### src/rtl/apb_multi_slave_bridge.sv
// APB requester-to-multi-slave bridge.
// Each accepted request becomes one APB transfer to the slave picked by the top
// SW address bits. The transfer runs IDLE -> SETUP -> ACCESS and ends with a
// one-cycle Done/Err pulse.
// Optional feature: define APB_TIMEOUT_EN to enable the ACCESS watchdog. After
// TIMEOUT not-ready cycles the transfer is forced to complete with Err=1.
module apb_multi_slave_bridge #(
  parameter int ADDR_W  = 32,
  parameter int DATA_W  = 32,
  parameter int NUM_SLV = 4,
  parameter int TIMEOUT = 16
) (
  input  logic                      PCLK,
  input  logic                      PRESET,
  input  logic                      Trans,
  input  logic                      ReadOrWrite,
  input  logic [ADDR_W-1:0]         Address,
  input  logic [DATA_W-1:0]         INPUT_DATA,
  input  logic [DATA_W/8-1:0]       Input_STRB,
  output logic                      Ready,
  output logic                      Done,
  output logic [DATA_W-1:0]         OUT_DATA,
  output logic                      Err,
  output logic [NUM_SLV-1:0]        PSEL,
  output logic                      PENABLE,
  output logic                      PWRITE,
  output logic [ADDR_W-1:0]         PADDR,
  output logic [DATA_W-1:0]         PWDATA,
  output logic [DATA_W/8-1:0]       PSTRB,
  input  logic [NUM_SLV*DATA_W-1:0] PRDATA,
  input  logic [NUM_SLV-1:0]        PREADY,
  input  logic [NUM_SLV-1:0]        PSLVERR
);

  localparam int SW     = $clog2(NUM_SLV);
  localparam int STRB_W = DATA_W / 8;

  // Reject parameter values the bridge is not built for.
  if ((NUM_SLV < 2) || (NUM_SLV > 8) || ((NUM_SLV & (NUM_SLV - 1)) != 0)) begin : g_bad_num_slv
    $error("NUM_SLV must be a power of two in 2..8");
  end
  if ((TIMEOUT < 1) || (TIMEOUT > 255)) begin : g_bad_timeout
    $error("TIMEOUT must be in 1..255");
  end
  if ((DATA_W % 8) != 0) begin : g_bad_data_w
    $error("DATA_W must be a multiple of 8");
  end

  typedef enum logic [1:0] {
    IDLE   = 2'd0,
    SETUP  = 2'd1,
    ACCESS = 2'd2
  } state_t;

  state_t              state_q;
  logic                ready_q;
  logic                done_q;
  logic                err_q;
  logic [DATA_W-1:0]   out_data_q;
  logic [NUM_SLV-1:0]  psel_q;
  logic [NUM_SLV-1:0]  psel_d;
  logic                penable_q;
  logic                pwrite_q;
  logic [ADDR_W-1:0]   paddr_q;
  logic [DATA_W-1:0]   pwdata_q;
  logic [STRB_W-1:0]   pstrb_q;

  logic [SW-1:0]       sel_idx;
  logic                sel_ready;
  logic                sel_err;
  logic [DATA_W-1:0]   sel_rdata;

`ifdef APB_TIMEOUT_EN
  localparam logic [7:0] TMO_LAST = 8'(TIMEOUT - 1);
  logic [7:0]          tmo_cnt_q;
`endif

  function automatic logic [NUM_SLV-1:0] onehot(input logic [SW-1:0] idx);
    logic [NUM_SLV-1:0] v;
    v      = '0;
    v[idx] = 1'b1;
    return v;
  endfunction

  // Decode the slave select for an incoming request and pick out the selected
  // slave's response lanes for the transfer in flight.
  always_comb begin
    psel_d    = onehot(Address[ADDR_W-1 -: SW]);
    sel_idx   = paddr_q[ADDR_W-1 -: SW];
    sel_ready = PREADY[sel_idx];
    sel_err   = PSLVERR[sel_idx];
    sel_rdata = PRDATA[sel_idx*DATA_W +: DATA_W];
  end

  // Transfer FSM with all bus and requester outputs registered.
  always_ff @(posedge PCLK) begin
    if (PRESET) begin
      state_q    <= IDLE;
      ready_q    <= 1'b1;
      done_q     <= 1'b0;
      err_q      <= 1'b0;
      out_data_q <= '0;
      psel_q     <= '0;
      penable_q  <= 1'b0;
      pwrite_q   <= 1'b0;
      paddr_q    <= '0;
      pwdata_q   <= '0;
      pstrb_q    <= '0;
`ifdef APB_TIMEOUT_EN
      tmo_cnt_q  <= '0;
`endif
    end else begin
      done_q <= 1'b0;
      err_q  <= 1'b0;
      case (state_q)
        IDLE: begin
          if (Trans) begin
            paddr_q  <= Address;
            pwrite_q <= ~ReadOrWrite;
            pwdata_q <= INPUT_DATA;
            // Reads never carry byte strobes.
            pstrb_q  <= ReadOrWrite ? '0 : Input_STRB;
            psel_q   <= psel_d;
            ready_q  <= 1'b0;
            state_q  <= SETUP;
          end
        end
        SETUP: begin
          penable_q <= 1'b1;
          state_q   <= ACCESS;
`ifdef APB_TIMEOUT_EN
          tmo_cnt_q <= '0;
`endif
        end
        ACCESS: begin
          if (sel_ready) begin
            done_q    <= 1'b1;
            err_q     <= sel_err;
            if (!pwrite_q) out_data_q <= sel_rdata;
            psel_q    <= '0;
            penable_q <= 1'b0;
            ready_q   <= 1'b1;
            state_q   <= IDLE;
          end
`ifdef APB_TIMEOUT_EN
          else if (tmo_cnt_q == TMO_LAST) begin
            // Watchdog expiry: report an error, leave read data untouched.
            tmo_cnt_q <= tmo_cnt_q + 8'd1;
            done_q    <= 1'b1;
            err_q     <= 1'b1;
            psel_q    <= '0;
            penable_q <= 1'b0;
            ready_q   <= 1'b1;
            state_q   <= IDLE;
          end else begin
            tmo_cnt_q <= tmo_cnt_q + 8'd1;
          end
`endif
        end
        default: begin
          psel_q    <= '0;
          penable_q <= 1'b0;
          ready_q   <= 1'b1;
          state_q   <= IDLE;
        end
      endcase
    end
  end

  assign Ready    = ready_q;
  assign Done     = done_q;
  assign Err      = err_q;
  assign OUT_DATA = out_data_q;
  assign PSEL     = psel_q;
  assign PENABLE  = penable_q;
  assign PWRITE   = pwrite_q;
  assign PADDR    = paddr_q;
  assign PWDATA   = pwdata_q;
  assign PSTRB    = pstrb_q;

endmodule

### config.mk
export PLATFORM = sky130hd
export DESIGN_NAME = apb_multi_slave_bridge
export DESIGN_NICKNAME = d
export VERILOG_FILES = /design/src/rtl/apb_multi_slave_bridge.sv
export SDC_FILE = /design/constraint.sdc
export NUM_CORES = 1
export LEC_CHECK = 0
export BUFFER_PORTS_ARGS = -buffer_cell sky130_fd_sc_hd__buf_2
export CELL_PAD_IN_SITES_DETAIL_PLACEMENT = 0
export CELL_PAD_IN_SITES_GLOBAL_PLACEMENT = 2
export CORE_MARGIN = 2
export CORE_UTILIZATION = 23
export DETAILED_ROUTE_END_ITERATION = 12
export HOLD_SLACK_MARGIN = 0.05
export PLACE_DENSITY = 0.9
export SLEW_MARGIN = 10
export SYNTH_ARGS = -nofsm -noshare
export SYNTH_HDL_FRONTEND = slang
export SYNTH_SLANG_ARGS = --single-unit
### constraint.sdc
create_clock -name PCLK -period 3.33 [get_ports PCLK]
set_input_delay 0.666 -clock PCLK [delete_from_list [all_inputs] [get_ports PCLK]]
set_output_delay 0.666 -clock PCLK [all_outputs]
set_load 0.01 [all_outputs]
Word level (Yosys, flattened, before mapping)
Index checks and enable logic that the tools add are counted.
{"block": "classes", "order_cmp": 3, "eq_ne": 4, "shifts": 1, "muxes": 19, "n_bitwise": 6, "reduce_logical": 9}
{"cell": "128-bit by 8-bit indexed part select with 32-bit output", "count": 1}
{"cell": "4-bit two-way mux", "count": 3}
{"cell": "4-bit case mux with 3 select lines", "count": 1}
{"cell": "1-bit two-way mux", "count": 7}
{"cell": "2-bit by 3-bit < comparator with 1-bit output (second input constant)", "count": 2}
{"cell": "1-bit inverter", "count": 6}
{"cell": "1-bit case mux with 3 select lines", "count": 2}
{"cell": "2-bit case mux with 3 select lines", "count": 1}
{"cell": "2-bit AND reduction", "count": 3}
{"cell": "3-bit AND reduction", "count": 2}
{"cell": "1-bit binary-select mux with 2-bit select", "count": 2}
{"cell": "2-bit two-way mux", "count": 2}
{"cell": "2-bit != test (second input constant)", "count": 2}
{"cell": "3-bit OR reduction", "count": 1}
{"cell": "1-bit demux with 2-bit select", "count": 1}
{"cell": "2-bit by 1-bit equality test with 1-bit output (second input constant)", "count": 1}
{"cell": "2-bit equality test (second input constant)", "count": 1}
{"cell": "2-bit by 1-bit >= comparator with 1-bit output (second input constant)", "count": 1}
{"cell": "2-bit zero test", "count": 1}
{"cell": "2-bit OR reduction", "count": 1}
{"cell": "1-bit logical AND", "count": 1}
{"block": "word_totals", "register_bits": 111, "out_inout_bits": 109}

Logic depth before layout (Yosys ltp)
{"block": "depth", "ltp_word": 6, "mapped_depth": 7, "mapped_depth_nobuf": 4}

Least setup slack after synthesis
Ideal clock, no wire load.
{"block": "synth_path", "path_kind": "input to register", "from": "input port Trans", "to": "register ready_q (netlist: Ready)", "arrival_ps": 1791, "required_ps": 3208, "slack_ps": 1418, "stages": 4, "n_path_buf": 2, "cell_sequence": "or3b_2 > clkbuf_1 > clkbuf_1 > a221o_1"}
{"block": "synth_between", "elab_chain_len": 2}
{"element": "start: declaration", "line_no": "15", "source": "input logic Trans,"}
{"element": "2-bit != test (no source line)"}
{"element": "3-bit AND reduction (no source line)"}
{"element": "end signal: assignment", "line_no": "99", "source": "ready_q <= 1'b1;"}
{"element": "end signal: assignment", "line_no": "124", "source": "ready_q <= 1'b0;"}
{"element": "end signal: assignment", "line_no": "142", "source": "ready_q <= 1'b1;"}
{"element": "end: declaration", "line_no": "56", "source": "logic ready_q;"}
No other way between the ends.
A chain may end at the register's enable or synchronous reset.

Final worst setup path
{"block": "layout_path", "from": "register paddr_q[30] (netlist: PADDR[30])", "to": "output port PADDR[30]"}
{"element": "start: declaration", "line_no": "64", "source": "logic [ADDR_W-1:0] paddr_q;"}
{"element": "start signal: assignment", "line_no": "118", "source": "paddr_q <= Address;"}
{"element": "end: declaration", "line_no": "27", "source": "output logic [ADDR_W-1:0] PADDR,"}
No word-level cell between the ends.

==> flow_summary.ini <==
[critical_path]
crit_start = PADDR[30]
arrival_ns = 1.53
critPathBufInv = 2
crit_path_start_kind = flop
slowest_stage = buf_4
required_ns = 2.66
crit_end = PADDR[30]
crit_family = buffers and inverters
cp.depth = 2
crit_chain = buf_4 > buf_2
timing.rr.start = state_q[1]
r2r_setup_slack_ns = 1.20
critPathKind = flop to output port
crit_path_end_kind = output port
r2r.worst_path.cells = 4
cp_max_fo = 35
reg2reg_to = PWDATA[7]
slowest_delay_ns = 0.53

[flow_run]
maxCapViolations = 0

[global_route]
first_global_vias = 4770
grt_use_total_pct = 15.1
grt_max_degree = 81
grt_pass1_wl_um = 25600
grt_remaining_overflow = 0
antenna_found_initial = 1

[synthesis]
yosysTopAreaCellShare_pct = 48.1
syn_area_um2 = 4620
seq_area_frac_synth_pct = 48.1
synth_nets = 722
yosys_warnings = 0
synthCells = 514
async_flop_share_pct = 0
synth_flop_cell = dfxtp_1
synth_cell_type_count = 25
synth.top_cells.by_area = dfxtp_1 (48%), mux4_2 (17%), nand2_1 (16%), a21oi_1 (11%), clkbuf_1 (2.1%)
synth.most_common_cell = nand2_1
synth_edf_count = 0
yosys-top-cells-count = nand2_1 (199), dfxtp_1 (111), a21oi_1 (101)
synth_top_area_cell = dfxtp_1
ys_ff_latch = 111
syn_area_per_cell_um2 = 8.99

[route]
antenna_left = 0
drt-vias-per-instance = 4.38
drt_iter0_markers = 166
wirelength_met1_um = 6550
vias = 4709
drc_errors = 0
met3_length_um = 1530
highest_layer = met4
wirelength_um = 16200
wl_met2_um = 7890
drt_first_pass_iters = 4
wl_per_cell_um = 15.1

[finish]
multi_input_area_um2 = 2220
drive_above_1_share_pct = 46.7
n_fill_cell = 2121
syn_to_final_growth_pct = 46.3
seqCellArea_um2 = 2220
stdcell_count = 1076
nets = 1014
design_area_um2 = 6760
diodes = 0
post-route-util_pct = 34.5

[clock_network]
cts_tree = built
post_cts_resized = 0
clk_pin_slew_worst_paths_ns = 0.08
clk_path_buf_depth = 2
ctsHoldBuffers = 0
cts_root_buf = clkbuf_16
clock_sinks = 111
postCtsSetupBuffers = 0
numCtsBuffers = 9
clkLatencyLatePin_ns = 0.35
htreeDepth = 3

[placement]
gp_congestion = 0.727
dpl_worst_slack_ns = 0.854
port_buffers = 316
placed_cells = 1060
hpwlAfterDp_um = 12300
place_area_um2 = 6420

[timing]
clock.fmax_mhz = 455
finalClockSkew_ns = 0.00904
rsz0062_at_grt = no
setup_viol = 0
finalCritPeriodShare_pct = 66.0
fin_tns_setup_ns = 0
slew_headroom_pct = 30.0
final_hold_viol_count = 0
worst_pin_slew_ns = 1.05
final_max_slew_viol_count = 0
setup_slack_ns = 1.13
period_minus_slack_ns = 2.20

[floorplanning]
die_area_um2 = 21200
io_pins = 317
die_w_um = 146
die_h_um = 146
core-area_um2 = 19600
fp-row-count = 51
start_util_pct = 23.6

[pwr]
p_leak_nw = 3.08
powerDensity_nw_per_um2 = 470
ir_drop_uv = 280

[worst_hold_path]
hp-class = flop to flop

[run_status]
outcome = completed
==> area by class of cell <==
type / instances / share of cell area (%)
Multi-Input combinational cell: 360 / 32.9
Sequential cell: 111 / 32.9
Clock inverter: 7 / 1.67
Clock buffer: 9 / 3.33
Timing Repair Buffer: 324 / 24.3
Tap cell: 265 / 4.91
==> flip-flops by register name (all words and copies together), names as in the netlist <==
register	count
PWDATA	32
Err	1
OUT_DATA	32
Done	1
PSTRB	4
PENABLE	1
PSEL	4
PWRITE	1
state_q	2
PADDR	32
Ready	1
==> how the worst min path moves through the flow <==
| stage | from | end | slack [ns] | cells after the start |
|---|---|---|---|---|
| after floorplan | PSTRB[0] | PSTRB[0] | 0.48 | 2 |
| after global placement | PSEL[0] | PSEL[0] | 0.43 | 1 |
| after detailed placement | OUT_DATA[24] | OUT_DATA[24] | 0.44 | 2 |
| after CTS | PSTRB[0] | PSTRB[0] | 0.45 | 2 |
| after global routing | OUT_DATA[25] | OUT_DATA[25] | 0.47 | 2 |
| final | PSTRB[3] | PSTRB[3] | 0.45 | 2 |
==> placed cells by master, fill, tap and decap left out, types with 2 or more instances in the layout <==
cell / netlist / final
nand2b_1: 2 / 2
inv_8: 0 / 4
buf_4: 0 / 9
bufinv_16: 0 / 2
nor2_1: 4 / 4
buf_2: 9 / 315
a211oi_1: 2 / 2
mux4_2: 34 / 34
nand3b_1: 5 / 5
dfxtp_1: 111 / 110
nand2_1: 199 / 199
clkbuf_16: 0 / 9
o2bb2ai_1: 2 / 2
a21oi_1: 101 / 101
==> where the power goes <==
part	internal, mW	switching (mW)
sequential	1.40	0.0351
combinational	0.255	0.270
clock	0.682	0.542
total	2.33	0.846
==> tightest hold or removal path: cells and delay by family (launching register included) <==
family / cells / cell delay (ns)
AO/OA/AOI/OAI: 1 / 0.05
AND/OR/NAND/NOR: 1 / 0.05
flip-flops: 1 / 0.31
==> per-stage QoR <==
step	hold WS (ns)	total power [mW]
detailed placement	0.444	2.00
floorplan	0.476	1.74
global route	0.471	3.34
CTS	0.454	3.24
finish	0.450	3.18
global placement	0.431	1.99
==> metal layers <==
metal | vias to the layer above | GRT usage [%]
li1 | 2327 | -
met1 | 2163 | 17.3
met2 | 203 | 26.2
met3 | 16 | 6.21
met4 | 0 | 3.92
met5 | - | 0
==> kinds of logic (layout without fill, tap and decap cells) <==
group,count (synthesis),after routing,synth area share (%)
buffers and inverters,43,340,3.93
AND/OR/NAND/NOR,217,217,18.7
AO/OA/AOI/OAI,109,109,12.7
multiplexers,34,34,16.6
flip-flops,111,111,48.1
Power figures use the tool's default switching activity.
